===== config.mk =====
export PLATFORM = sky130hd
export DESIGN_NAME = vga_sync_gen
export DESIGN_NICKNAME = d
export VERILOG_FILES = /design/src/rtl/vga_pkg.sv /design/src/rtl/pix_tick_gen.sv /design/src/rtl/vga_sync_gen.sv
export SDC_FILE = /design/constraint.sdc
export NUM_CORES = 1
export LEC_CHECK = 0
export CORE_UTILIZATION = 30
export CTS_CLUSTER_SIZE = 28
export DETAILED_ROUTE_END_ITERATION = 6
export PLACE_DENSITY_LB_ADDON = 0.08
export SLEW_MARGIN = 20
export SYNTH_ARGS = -nofsm -noshare
export SYNTH_HDL_FRONTEND = slang
export SYNTH_HIERARCHICAL = 1
export SYNTH_SLANG_ARGS = --single-unit

===== constraint.sdc =====
create_clock -name clk -period 2.3 [get_ports clk]
set_clock_uncertainty 0.1 [all_clocks]
set_input_delay 0.69 -clock clk [delete_from_list [all_inputs] [get_ports clk]]
set_output_delay 0.69 -clock clk [all_outputs]
set_load 0.03 [all_outputs]

===== src/rtl/vga_pkg.sv =====
// Shared VGA timing constants for the 640x480@60 sync generator.
// Default timing values and the totals and sync windows derived from them.
package vga_pkg;

    localparam int unsigned COORD_W = 10;

    localparam int unsigned H_DISPLAY_DEF = 640;
    localparam int unsigned H_FRONT_DEF   = 16;
    localparam int unsigned H_SYNC_DEF    = 96;
    localparam int unsigned H_BACK_DEF    = 48;
    localparam int unsigned V_DISPLAY_DEF = 480;
    localparam int unsigned V_FRONT_DEF   = 10;
    localparam int unsigned V_SYNC_DEF    = 2;
    localparam int unsigned V_BACK_DEF    = 33;

    // Sum of the four segments of one timing axis
    function automatic int unsigned timing_total(input int unsigned disp, input int unsigned front,
                                                 input int unsigned sync, input int unsigned back);
        return disp + front + sync + back;
    endfunction

    localparam int unsigned H_TOTAL = timing_total(H_DISPLAY_DEF, H_FRONT_DEF, H_SYNC_DEF,
                                                   H_BACK_DEF);
    localparam int unsigned V_TOTAL = timing_total(V_DISPLAY_DEF, V_FRONT_DEF, V_SYNC_DEF,
                                                   V_BACK_DEF);

    localparam int unsigned H_SYNC_START = H_DISPLAY_DEF + H_FRONT_DEF;
    localparam int unsigned H_SYNC_END   = H_SYNC_START + H_SYNC_DEF - 1;
    localparam int unsigned V_SYNC_START = V_DISPLAY_DEF + V_FRONT_DEF;
    localparam int unsigned V_SYNC_END   = V_SYNC_START + V_SYNC_DEF - 1;

endpackage


===== src/rtl/pix_tick_gen.sv =====
// Clock-enable generator: one-cycle tick every DIV system clocks.
// Reusable by any stage that runs on a divided enable instead of a derived clock.
module pix_tick_gen #(
    parameter int unsigned DIV = 4
) (
    input  logic i_clk,
    input  logic i_rst,
    output logic o_tick
);

    localparam int unsigned CW = (DIV > 1) ? $clog2(DIV) : 1;
    localparam logic [CW-1:0] LAST = CW'(DIV - 1);

    logic [CW-1:0] r_div_cnt;
    logic          w_last;

    assign w_last = (r_div_cnt == LAST);
    assign o_tick = w_last;

    // Free-running divider, wraps to zero after DIV-1
    always_ff @(posedge i_clk or posedge i_rst) begin
        if (i_rst) begin
            r_div_cnt <= '0;
        end else if (w_last) begin
            r_div_cnt <= '0;
        end else begin
            r_div_cnt <= r_div_cnt + 1'b1;
        end
    end

endmodule


===== src/rtl/vga_sync_gen.sv =====
// VGA sync generator: pixel-tick driven h/v counters with sync, blanking and coordinates.
// Optional VGA_SYNC_REG_EN registers all decoded outputs, adding one pixel of latency.
module vga_sync_gen
    import vga_pkg::*;
#(
    parameter int unsigned DIV       = 4,
    parameter int unsigned H_DISPLAY = H_DISPLAY_DEF,
    parameter int unsigned H_FRONT   = H_FRONT_DEF,
    parameter int unsigned H_SYNC    = H_SYNC_DEF,
    parameter int unsigned H_BACK    = H_BACK_DEF,
    parameter int unsigned V_DISPLAY = V_DISPLAY_DEF,
    parameter int unsigned V_FRONT   = V_FRONT_DEF,
    parameter int unsigned V_SYNC    = V_SYNC_DEF,
    parameter int unsigned V_BACK    = V_BACK_DEF,
    parameter logic        SYNC_POL  = 1'b0
) (
    input  logic               clk,
    input  logic               reset,
    output logic               p_tick,
    output logic               hsync,
    output logic               vsync,
    output logic               video_on,
    output logic [COORD_W-1:0] x,
    output logic [COORD_W-1:0] y,
    output logic               frame_start
);

    localparam logic [COORD_W-1:0] H_LAST = COORD_W'(timing_total(H_DISPLAY, H_FRONT, H_SYNC,
                                                                  H_BACK) - 1);
    localparam logic [COORD_W-1:0] V_LAST = COORD_W'(timing_total(V_DISPLAY, V_FRONT, V_SYNC,
                                                                  V_BACK) - 1);
    localparam logic [COORD_W-1:0] H_VIS  = COORD_W'(H_DISPLAY);
    localparam logic [COORD_W-1:0] V_VIS  = COORD_W'(V_DISPLAY);
    localparam logic [COORD_W-1:0] HS_BEG = COORD_W'(H_DISPLAY + H_FRONT);
    localparam logic [COORD_W-1:0] HS_END = COORD_W'(H_DISPLAY + H_FRONT + H_SYNC - 1);
    localparam logic [COORD_W-1:0] VS_BEG = COORD_W'(V_DISPLAY + V_FRONT);
    localparam logic [COORD_W-1:0] VS_END = COORD_W'(V_DISPLAY + V_FRONT + V_SYNC - 1);

    logic               w_tick;
    logic [COORD_W-1:0] r_h_count;
    logic [COORD_W-1:0] r_v_count;
    logic               w_h_last;
    logic               w_v_last;
    logic               w_hsync;
    logic               w_vsync;
    logic               w_video;

    pix_tick_gen #(
        .DIV (DIV)
    ) u_pix_tick_gen (
        .i_clk  (clk),
        .i_rst  (reset),
        .o_tick (w_tick)
    );

    assign p_tick   = w_tick;
    assign w_h_last = (r_h_count == H_LAST);
    assign w_v_last = (r_v_count == V_LAST);

    // Horizontal/vertical counters; vertical steps on the horizontal wrap
    always_ff @(posedge clk or posedge reset) begin
        if (reset) begin
            r_h_count <= '0;
            r_v_count <= '0;
        end else if (w_tick) begin
            if (w_h_last) begin
                r_h_count <= '0;
                r_v_count <= w_v_last ? '0 : r_v_count + 1'b1;
            end else begin
                r_h_count <= r_h_count + 1'b1;
            end
        end
    end

    // Sync windows and visible-area decode from the current counts
    always_comb begin
        w_hsync = ~SYNC_POL;
        w_vsync = ~SYNC_POL;
        w_video = 1'b0;
        if (r_h_count >= HS_BEG && r_h_count <= HS_END) w_hsync = SYNC_POL;
        if (r_v_count >= VS_BEG && r_v_count <= VS_END) w_vsync = SYNC_POL;
        if (r_h_count < H_VIS && r_v_count < V_VIS)     w_video = 1'b1;
    end

`ifdef VGA_SYNC_REG_EN
    logic               r_hsync;
    logic               r_vsync;
    logic               r_video;
    logic [COORD_W-1:0] r_x;
    logic [COORD_W-1:0] r_y;
    logic               r_frame_pend;

    // Output stage loads the decode on each tick; the pending flag delays the
    // frame pulse so it fires with the tick that loads pixel (0,0)
    always_ff @(posedge clk or posedge reset) begin
        if (reset) begin
            r_hsync      <= ~SYNC_POL;
            r_vsync      <= ~SYNC_POL;
            r_video      <= 1'b0;
            r_x          <= '0;
            r_y          <= '0;
            r_frame_pend <= 1'b0;
        end else if (w_tick) begin
            r_hsync      <= w_hsync;
            r_vsync      <= w_vsync;
            r_video      <= w_video;
            r_x          <= r_h_count;
            r_y          <= r_v_count;
            r_frame_pend <= w_h_last & w_v_last;
        end
    end

    assign hsync       = r_hsync;
    assign vsync       = r_vsync;
    assign video_on    = r_video;
    assign x           = r_x;
    assign y           = r_y;
    assign frame_start = w_tick & r_frame_pend;
`else
    assign hsync       = w_hsync;
    assign vsync       = w_vsync;
    assign video_on    = w_video;
    assign x           = r_h_count;
    assign y           = r_v_count;
    assign frame_start = w_tick & w_h_last & w_v_last;
`endif

endmodule


==> out/qor.yml, run 1 <==
run_status: "finished with violations"
violations: "negative setup slack"
cts_buffers: 3
final_layout_size_suffix_gt1_frac: 0.248
routedWlPerCell_um: 13.5
holdWs_ns: 0.334
min_period_over_period: 1.09
vdd_drop_max_mv: 0.250
placed_cell_area_sq_um: 1610
drcViolationCount: 0
synth-main-ff-cell: "dfrtp_1"
critical-path-slowest-cell: "or4_4"
worst_pin_slew_ns: 0.323
avgViaCountPerCell: 4.95
setup_viol: 1
chipHeight_um: 64.5
synth_fp_nets: 123
syn_inst: 115
ant_nets: 0
worstHoldPathType: "reg2reg"
drv_cap: 0
critPathMaxStageDelay_ns: 0.51
n_antenna_cell: 0
grt_pass1_vias: 977
postLayoutSetupSlackWorst_ns: -0.216
synth_top_area_frac: 0.470
grt_setup_unrepaired: "yes"
hold_viol: 0
start_kind: "register"
gp_congestion: 0.845
cts.sinks: 22
areaGrowthSynthToFinish_pct: 48.0
place.port_buffers: 26
startpoint: "y[0]$_DFFE_PP0P_"
yosysTopAreaCell: "dfrtp_1"
grtUsageTotal: 0.152
grt_pass1_wl_um: 4770
die_x_um: 64.5
final_cell_count_no_fill: 209
syn_area_sq_um: 1170
fmax_mhz: 397
place_ws_ns: 0.0137
min_period_ns: 2.52
synth_seq_cells: 22
grt-ovfl-total: 0
synth_area_per_cell_sq_um: 10.2
dieArea_sq_um: 4160
final_cell_area_sq_um: 1730
cts_tree: "done"
ys_warn_count: 6
critPathMaxFanout: 2
ys_seq_area_frac: 0.470
ios: 27
cts_buffer_depth: 2
grt_max_degree: 21
root_buffer: "clkbuf_8"
synth_edf_count: 0
reg2reg_from: "u_pix_tick_gen/r_div_cnt[0]$_DFF_PP0_"
vias: 1035
worstSkewPairLatency_ns: 0.27
maxSlewHeadroom: 0.785
leakage_nw: 0.765
cts-htree-levels: 1
hp-start: "u_pix_tick_gen/r_div_cnt[0]$_DFF_PP0_"
p_total_mw: 0.767
slew_violations: 0
path_clk_slew_ns: 0.09
drt_iter0_drc: 71
fin_util: 0.466
async_reset_ff_frac: 1.00
antenna_found_initial: 0
path_cells: "inv_2 > ha_1 > nand4_1 > or4_4 > nor2_4 > buf_6"
dp_hpwl_um: 2100
critPathKind: "reg2out"
synth.distinct_cells: 35
start_util: 0.315
p_per_area_nw_per_um2: 443
core_area_sq_um: 3720
end_kind: "output pin"
firstDrtPassIters: 4
core.rowCount: 22
cp.arrival_ns: 1.73
finalWirelength_um: 2830
synthTopCellsByArea: "dfrtp_1, ha_1, xnor2_1, nand4_1, xor2_1"
dp_cells: 203
fin_tns_setup_ns: -0.216
yosysMostFrequentCell: "dfrtp_1"
final_nets: 170
synth_common_cells: "dfrtp_1, nand2_1, inv_1, nand4_1, nor2_1"
worstPathRequired_ns: 1.51
[logic make-up (layout without fill, tap and decap cells)]
group | after synthesis | count (layout) | synth area share
flops | 22 | 22 | 0.470
xor+xnor | 10 | 10 | 0.0748
buf+inv | 10 | 56 | 0.0331
mux | 1 | 1 | 0.00855
simple gates | 47 | 47 | 0.241
fa+ha+maj | 6 | 6 | 0.0641
compound gates | 19 | 19 | 0.108
[worst paths after layout]
check	end	slack, ns	cells after the start
worst max-delay path	frame_start	-0.22	6
worst min-delay path	u_pix_tick_gen/r_div_cnt[0]$_DFF_PP0_	0.33	1
worst max register to register	y[9]$_DFFE_PP0P_	0.41	5
worst min register to register	u_pix_tick_gen/r_div_cnt[0]$_DFF_PP0_	0.33	1
max in group asynchronous	y[0]$_DFFE_PP0P_	1.20	3
min in group asynchronous	u_pix_tick_gen/r_div_cnt[0]$_DFF_PP0_	0.48	2
[metal layers]
| metal | share of wire | global-route usage | wire, um | vias to the layer above |
|---|---|---|---|---|
| li1 | - | - | - | 512 |
| met1 | 0.49 | 0.216 | 1390 | 495 |
| met2 | 0.45 | 0.224 | 1280 | 26 |
| met3 | 0.047 | 0.0299 | 134 | 2 |
| met4 | 0.0085 | 0.0611 | 24 | 0 |
| met5 | 0 | 0 | 0 | - |
[placed cells by master (no fill, tap or decap), types with 2 or more instances in the layout]
master           Yosys  layout
dlymetal6s2s_1       0       2
or3_1                2       2
nand3_1              6       6
ha_1                 6       6
o21ai_0              4       4
inv_1                8       7
and3_1               3       2
xor2_1               4       4
clkdlybuf4s50_1      0      19
a21oi_1              2       2
dfrtp_2              0       2
clkbuf_8             0       3
xnor2_1              6       6
dfrtp_1             22      20
or4_4                2       2
nor3_1               3       2
buf_4                0      18
nor2_1               7       6
nand4_1              8       8
o31ai_1              3       3
nand2_1              9       9
buf_6                0       4
o21ai_1              2       2
[critical path: cells and delay by family, from the launching register on]
kind | cells | cell delay [ns]
adder cells (fa/ha/maj) | 1 | 0.14
AND/OR/NAND/NOR | 3 | 0.72
buffers and inverters | 2 | 0.20
flip-flops | 1 | 0.41
[layout make-up]
| type | instances | area [sq um] |
|---|---|---|
| timing repair buffer | 44 | 404 |
| sequential | 22 | 553 |
| multi-input combinational | 83 | 614 |
| clock inverter | 1 | 30.0 |
| inverter | 8 | 30.0 |
| fill | 381 | 1980 |
| clock buffer | 3 | 41.3 |
| tap | 48 | 60.1 |
[state kept, by name, indices dropped and copies added, names as in the netlist]
signal / flops
u_pix_tick_gen/r_div_cnt: 2
y: 10
x: 10
[power breakdown]
part / internal (mW) / switching, mW
clock network: 0.233 / 0.137
registers: 0.386 / 0
logic: 0.00287 / 0.00797
[repair_timing]
item	in CTS	in global routing
resized for setup	5	8
hold buffers	0	0
buffers inserted	0	3
setup endpoints to repair	3	7
pin swaps	1	2
Power figures use the tool's default switching activity.
==> run 2: changes to the inputs <==
==> constraint.sdc (replaced) <==
create_clock -name clk -period 3.14 [get_ports clk]
set_clock_uncertainty 0.1 [all_clocks]
set_input_delay 0.942 -clock clk [delete_from_list [all_inputs] [get_ports clk]]
set_output_delay 0.942 -clock clk [all_outputs]
set_load 0.03 [all_outputs]
==> out/qor.yml, run 2 (synthesized netlist as in run 1, its figures left out) <==
avgViaCountPerCell: 4.95  # about the same
grt_pass1_wl_um: 4460  # was 4770 um
final_common_cell: "clkdlybuf4s50_1"  # was dfrtp_1
p_total_mw: 0.466  # was 0.767 mW
cp.arrival_ns: 1.96  # was 1.73 ns
gp_congestion: 0.844  # was 0.845
antenna_found_initial: 0  # unchanged
cts-htree-levels: 1  # unchanged
drcViolationCount: 0  # unchanged
critPathKind: "reg2out"  # unchanged
worstSkewPairLatency_ns: 0.26  # was 0.27 ns
worst_pin_slew_ns: 0.786  # was 0.323 ns
p_per_area_nw_per_um2: 302  # was 443 nW/um^2
r2r_setup_slack_ns: 1.11  # was 0.41 ns
die_x_um: 64.5  # unchanged
chipHeight_um: 64.5  # unchanged
worstHoldPathType: "reg2reg"  # unchanged
start_kind: "register"  # unchanged
place.port_buffers: 26  # unchanged
post_cts_buffers: 0  # unchanged
grt_pass1_vias: 935  # was 977
r2r-end: "y[2]$_DFFE_PP0P_"  # was y[9]$_DFFE_PP0P_
setup_viol: 0  # was 1
n_antenna_cell: 0  # unchanged
min_period_ns: 3.00
grt_setup_unrepaired: "no"  # was yes
firstDrtPassIters: 4  # unchanged
routedWlPerCell_um: 13.7  # was 13.5 um
leakage_nw: 0.622  # was 0.765 nW
min_period_over_period: 0.957
reg2regPathDepth: 5  # unchanged
final_layout_size_suffix_gt1_frac: 0.0966  # was 0.248
vias: 956  # was 1035
start_util: 0.315  # unchanged
grt_max_degree: 21  # unchanged
cts_buffer_depth: 2  # unchanged
grtUsageTotal: 0.140  # was 0.152
root_buffer: "clkbuf_8"  # unchanged
core_area_sq_um: 3720  # unchanged
drt_iter0_drc: 82  # was 71
final_cell_area_sq_um: 1550  # was 1730 sq um
worstPathRequired_ns: 2.10  # was 1.51 ns
cts.sinks: 22  # unchanged
cts_tree: "done"  # unchanged
maxSlewHeadroom: 0.476  # was 0.785
reg2reg_from: "u_pix_tick_gen/r_div_cnt[0]$_DFF_PP0_"  # unchanged
fin_util: 0.416  # was 0.466
holdWs_ns: 0.333  # was 0.334 ns
areaGrowthSynthToFinish_pct: 32.1  # was 48.0%
ant_nets: 0  # unchanged
hp-start: "u_pix_tick_gen/r_div_cnt[0]$_DFF_PP0_"  # unchanged
fmax_mhz: 333
hold_depth: 1  # unchanged
drv_cap: 0  # unchanged
hold_viol: 0  # unchanged
final_nets: 155  # was 170
dp_hpwl_um: 1910  # was 2100 um
final_cell_mix: "clkdlybuf4s50_1, dfrtp_1, nand2_1, nand4_1, inv_1"  # was dfrtp_1, clkdlybuf4s50_1, buf_4, nand2_1, nand4_1
slew_violations: 0  # unchanged
grt-ovfl-total: 0  # unchanged
path_clk_slew_ns: 0.07  # was 0.09 ns
dieArea_sq_um: 4160  # unchanged
placed_cell_area_sq_um: 1500  # was 1610 sq um
critPathMaxFanout: 6  # was 2
core.rowCount: 22  # unchanged
fin_tns_setup_ns: 0  # was -0.216 ns
vdd_drop_max_mv: 0.275  # was 0.250 mV
ios: 27  # unchanged
finalWirelength_um: 2650  # was 2830 um
end_kind: "output pin"  # unchanged
run_status: "finished clean"  # was finished with violations
cts_buffers: 3  # unchanged
whs_endpoint: "u_pix_tick_gen/r_div_cnt[0]$_DFF_PP0_"  # unchanged
==> run 2: changes by cell type in the layout (fill, tap and decap cells not counted), sizes merged <==
cell	before	now
bufinv	1	0
dlygate4sd2	1	0
dlymetal6s2s	2	0
clkdlybuf4s50	19	25
buf	22	4
==> run 2: per-layer routing <==
layer	global-route usage	up-vias	part of all wire
met5	0	-	0
met4	0.0333	0	0.0079
met3	0.0370	4	0.041
met2	0.214	21	0.46
met1	0.196	450	0.49
li1	-	481	-
==> run 2: repair_timing <==
action	CTS	global route
hold buffers	0	0
endpoints found under the setup margin	0	1
gates resized for setup	0	1
==> run 2: area by class of cell <==
type	count	area [sq um]
inverter	8	30.0
tap	48	60.1
timing repair buffer	29	280
clock buffer	3	41.3
multi-input combinational	83	584
fill	380	2170
sequential	22	551
==> run 2: how the worst max path moves through the flow <==
| stage | startpoint | end | depth (start not counted) |
|---|---|---|---|
| 2_1_floorplan | y[0]$_DFFE_PP0P_ | frame_start | 5 |
| 3_3_place_gp | y[5]$_DFFE_PP0P_ | video_on | 4 |
| 3_5_place_dp | y[0]$_DFFE_PP0P_ | frame_start | 6 |
| 4_1_cts | y[0]$_DFFE_PP0P_ | frame_start | 6 |
| 5_1_grt | y[0]$_DFFE_PP0P_ | frame_start | 6 |
| 6_report | y[5]$_DFFE_PP0P_ | video_on | 4 |
==> run 2: where the power goes <==
| part | total [mW] | switching [mW] | internal (mW) | leakage [nW] |
|---|---|---|---|---|
| sequential | 0.283 | 0 | 0.283 | 0.293 |
| clock | 0.176 | 0.0908 | 0.0857 | 0.0216 |
| combinational | 0.00695 | 0.00569 | 0.00126 | 0.308 |
==> run 2: metrics by stage <==
| stage | setup slack [ns] | instances |
|---|---|---|
| 2_1_floorplan | 0.230 | 115 |
| 3_3_place_gp | 0.423 | 190 |
| 3_5_place_dp | 0.386 | 190 |
| 4_1_cts | 0.0819 | 193 |
| 5_1_grt | 0.0179 | 193 |
| 6_report | 0.136 | 193 |
==> run 2: worst max-delay path: stages, from the launching register on <==
cell and delay [ns]:
dfrtp_1 0.44, and3_1 0.23, and2_1 0.18, nor3_1 0.17, clkdlybuf4s50_1 0.69
